### config.mk
export PLATFORM = sky130hd
export DESIGN_NAME = uint8
export DESIGN_NICKNAME = d
export VERILOG_FILES = /design/src/rtl/uint8_pkg.sv /design/src/rtl/uint8_bit.sv /design/src/rtl/uint8.sv
export SDC_FILE = /design/constraint.sdc
export NUM_CORES = 1
export LEC_CHECK = 0
export ABC_AREA = 0
export BUFFER_PORTS_ARGS = -buffer_cell sky130_fd_sc_hd__buf_2
export CAP_MARGIN = 20
export CELL_PAD_IN_SITES_DETAIL_PLACEMENT = 0
export CELL_PAD_IN_SITES_GLOBAL_PLACEMENT = 1
export CORE_AREA = 2 2 39 41
export DETAILED_ROUTE_END_ITERATION = 8
export DIE_AREA = 0 0 41 43
export PLACE_DENSITY = 0.67
export RECOVER_POWER = 25
export SLEW_MARGIN = 20
export SYNTH_ARGS = -nofsm -noshare
export SYNTH_HDL_FRONTEND = slang
export SYNTH_SLANG_ARGS = --single-unit
### constraint.sdc
create_clock -name clk -period 0.8 [get_ports clk]
set_input_delay 0.04 -clock clk [delete_from_list [all_inputs] [get_ports clk]]
set_output_delay 0.04 -clock clk [all_outputs]
set_load 0.05 [all_outputs]
### src/rtl/uint8_pkg.sv
// Shared definitions for the convolution datapath storage cells.
// Holds the data width, the unsigned element type and the reset constant.
package uint8_pkg;

    localparam int DATA_W = 8;

    typedef logic [DATA_W-1:0] u8_t;

    localparam u8_t ZERO = '0;

endpackage

### src/rtl/uint8_bit.sv
// One storage bit: async active-high reset, sync clear, otherwise loads d_i every edge.
// Reused as the per-bit template for the wider accumulator cells in the array.
module uint8_bit
    import uint8_pkg::*;
#(
    parameter logic RESET_BIT = 1'b0
) (
    input  logic clk_i,
    input  logic rst_i,
    input  logic clear_i,
    input  logic d_i,
    output logic q_o
);

    logic q_d;
    logic q_q;

    // Clear takes priority over the data load; reset overrides both asynchronously.
    always_comb begin
        q_d = clear_i ? RESET_BIT : d_i;
    end

    always_ff @(posedge clk_i or posedge rst_i) begin
        if (rst_i) begin
            q_q <= RESET_BIT;
        end else begin
            q_q <= q_d;
        end
    end

    assign q_o = q_q;

endmodule

### src/rtl/uint8.sv
// WIDTH-bit unsigned storage register built from uint8_bit cells.
// out comes straight from the flops; in and clear only reach out through a clock edge.
module uint8
    import uint8_pkg::*;
#(
    parameter int          WIDTH       = DATA_W,
    parameter logic [63:0] RESET_VALUE = 64'(ZERO)
) (
    input  logic             clk,
    input  logic             rst,
    input  logic             clear,
    input  logic [WIDTH-1:0] in,
    output logic [WIDTH-1:0] out
);

    if (WIDTH < 1 || WIDTH > 64) begin : g_bad_width
        $error("uint8: WIDTH must be in 1..64");
    end

    if (WIDTH < 64) begin : g_rv_chk
        if ((RESET_VALUE >> WIDTH) != 64'd0) begin : g_bad_rv
            $error("uint8: RESET_VALUE does not fit in WIDTH bits");
        end
    end

    for (genvar i = 0; i < WIDTH; i++) begin : g_bit
        uint8_bit #(
            .RESET_BIT(RESET_VALUE[i])
        ) u_bit (
            .clk_i  (clk),
            .rst_i  (rst),
            .clear_i(clear),
            .d_i    (in[i]),
            .q_o    (out[i])
        );
    end

endmodule

# == Word level (Yosys, flattened, before mapping) ==
# Cells that the tools add are included.
# totals
ff_bits,8
latch_bits,0
mem_bits_rw,0
rom_bits,0
inputBits,11
elab_cells,16
n_memories,0
# op_classes
n_addsub,0
multipliers,0
div_mod_pow,0
order_cmp,0
n_eq_ne,0
n_shift,0
mux,8
n_bitwise,0
n_reduce_logical,0
# op_table
cell,n
$mux 1,8

# == Longest topological paths before layout ==
# depth
word_depth,1
depth_mapped,1

# == By module ==
# From an unflattened synthesis, not the netlist that was laid out.
# hier_totals
hier_cells,24
hier_area_um2,340.3
# modules_own_cells
module,n_inst,cells_each,area_each_um2
uint8_bit,8,3,42.5

# == Worst setup path before layout ==
# OpenSTA, ideal clock, no wires.
# synth_path
kind,register -> output
start,register g_bit[0].u_bit.q_q
end,output port out[0]
arrival_time_ns,0.515
t_required_ns,0.760
setup_slack_ns,0.245
path_stages_with_launch,2
n_path_buf,1
cell_sequence,dfrtp_1 -> buf_4
# synth_lines
item,line_no,rtl
"start, declared",uint8_bit.sv:16,logic q_q;
"start signal, assigned",uint8_bit.sv:27,q_q <= q_d;
"end, declared",uint8.sv:13,output logic [WIDTH-1:0] out
# No word-level cell between the ends.

# == Final worst setup path ==
# layout_path
start,register g_bit[2].u_bit.q_q
end,output port out[2]
# layout_lines
item,line_no
"start, declared",uint8_bit.sv:16
"start signal, assigned",uint8_bit.sv:27
# No word-level cell between the ends.

==> key figures <==
Status
  – Status: finished, violations left
  – Failing checks: setup timing

CTS
  – Root Buffer: clkbuf_4
  – Clock Path Buffers: 2
  – Htree depth: 1
  – Clock Pin Slew Worst Setup and Hold Paths: ~0.05 ns
  – CTS buffer count: 3
  – TritonCTS clock tree: built
  – CTS sink cnt: 8
  – Post-CTS Setup Inserts: 0

Setup path
  – Critical Path RT: 0.76 ns
  – WP buf/inv: 1
  – CP delay by family, top: flip-flops
  – Crit-path slowest cell: dfrtp_1
  – Crit path DAT: 0.76 ns
  – Type of origin of the critical path: flip-flop
  – CP Cell Sequence: buf_6
  – Worst setup path category: reg -> out
  – Critical path's largest stage delay: roughly 0.37 ns
  – CP Max Fanout: 1
  – Worst setup EP type: primary output
  – CP startpoint: g_bit[2].u_bit.q_o

Synth
  – FF+latch count, synth: 8
  – Post-Syn Area: about 310 µm²
  – Area fraction of the dominant cell type after synthesis: between 60% and 70%
  – Yosys synthesis warning count: 0
  – Post-synth top area cell: dfrtp_1
  – Synth top area cells: dfrtp_1 64%, buf_4 19%, nor2b_1 16%
  – Mapped Nets: 36
  – Mapped Cells: 25
  – Sequential share of the synthesized area: roughly 64%
  – Avg Inst Size Synth: ~13 µm²
  – Synth cell types: 4

Final layout
  – Flip-flop count of the largest register after layout: 8
  – Fill cells: approximately 160
  – Layout net count: 52
  – Design Area, Final: around 450 µm²
  – Antenna diodes: 0
  – Area grow syn2layout: 41.8%
  – Layout cells sized above 1: 51.3%

Pwr
  – VDD IR max: roughly 0.34 mV
  – PwrDens: ~2000 nW/µm²
  – Total Power: between 800 and 900 µW
  – P_leak: 0.229 nW

Global route
  – Gr ovfl total: 0
  – Vias in the first global route: 198
  – GRT Util Overall: roughly 7%
  – First-pass GRT wire length: about 700 µm
  – Initial antenna violation count: 0
  – Largest net degree at the start of global routing: 9

STA
  – Worst Tran Pin Value: 0.284 ns
  – Final hold violation count: 0
  – Final worst slack: -0.00365 ns
  – Fmax: 1240 MHz
  – Final Max Slew Viols: 0
  – Final Cycle Share: 100%
  – Rel. slew slack: just over 80%
  – Unrepaired setup endpoints after global routing: yes
  – Final min period: 0.804 ns
  – Final setup viols: 7

Detailed routing
  – DR pass1 iterations: 1
  – Vias: between 150 and 200
  – DRC Markers: 0
  – Initial DRC count: 0
  – Routed WL: about 430 µm
  – DR vias/cell: around 3.2
  – Drt wl/cell: 7.75 µm
  – Final ANT Viol Nets: 0

Floorplan
  – I/O pin cnt: 19
  – Starting density of the core: between 20 and 25%
  – Die width: 41 µm
  – Site Rows: 14
  – Die ar.: between 1500 and 2000 µm²
  – Core Footprint: about 1400 µm²
  – Die Y: between 40 and 50 µm

Placed design
  – PortBufs: 18
  – Placed cell area: around 360 µm²
  – Routability congestion estimate: roughly 0.62
  – Post-Place Worst Slack: just over 0.2 ns

Job
  – Max_cap viols: 0

Min path
  – Hold path start: in[3]
  – Hold WC Path Type: in -> reg
==> worst paths after layout <==
kind / to / slack (ns) / cells after the start
max: out[2] / -0.004 / 1
min: g_bit[3].u_bit.q_o / 0.01 / 2
max in group asynchronous: g_bit[1].u_bit.q_o / 0.33 / 3
min in group asynchronous: g_bit[5].u_bit.q_o / 0.26 / 3
==> stage by stage <==
stage / utilization, % / setup TNS (ns) / hold slack, ns / cells
after detailed placement: 26.3 / 0 / -0.0145 / 51
after global routing: 32.2 / -0.296 / 0.0163 / 55
after CTS: 32.3 / -0.137 / 0.00317 / 55
after global placement: 26.3 / 0 / -0.0178 / 51
after floorplan: - / 0 / -0.144 / 25
final: 32.2 / -0.0177 / 0.0123 / 55
==> cell type report <==
type / instances / area, µm² / area share (%)
clock buffers: 3 / 22.5 / 5.06
inverters: 1 / 3.75 / 0.843
multi-input cells: 8 / 50.0 / 11.2
flip-flops and latches: 8 / 200 / 44.9
well taps: 16 / 20.0 / 4.49
repair buffers: 19 / 149 / 33.4
==> cell families after synthesis <==
kind of cell           Yosys count  synth area share [%]
buffers and inverters            9                  20.3
AND/OR/NAND/NOR                  8                  15.9
flip-flops                       8                  63.7
==> cell usage in the layout (no fill, tap or decap) <==
cell / instances
buf_6: 8
nor2b_1: 8
dfrtp_1: 8
inv_1: 1
buf_2: 9
clkbuf_1: 1
clkbuf_4: 3
dlygate4sd3_1: 1
==> layer usage <==
layer	global-route usage (%)	wire length [µm]	vias up
li1	-	-	94
met3	3.66	30	0
met1	6.62	154	75
met5	0	0	-
met2	7.50	241	9
met4	12.0	0	0
==> repair_timing <==
item                                    in CTS  in global routing
endpoints found under the setup margin       8                  8
hold buffers                                 1                  0
endpoints found under the hold margin        8                  0
gates resized for setup                     16                  0
gates cloned                                 0                  0
==> power breakdown <==
part	leakage, nW	internal, mW	total (mW)	switching [mW]
registers	0.103	0.426	0.435	0.00883
logic	0.112	0.0691	0.172	0.103
clock network	0.0138	0.170	0.288	0.118
total	0.229	0.666	0.896	0.230
==> cells in the mapped netlist <==
cell and count:
nor2b_1 8, buf_4 8, dfrtp_1 8, inv_1 1
Note: power is estimated with default switching activity, not from simulation.
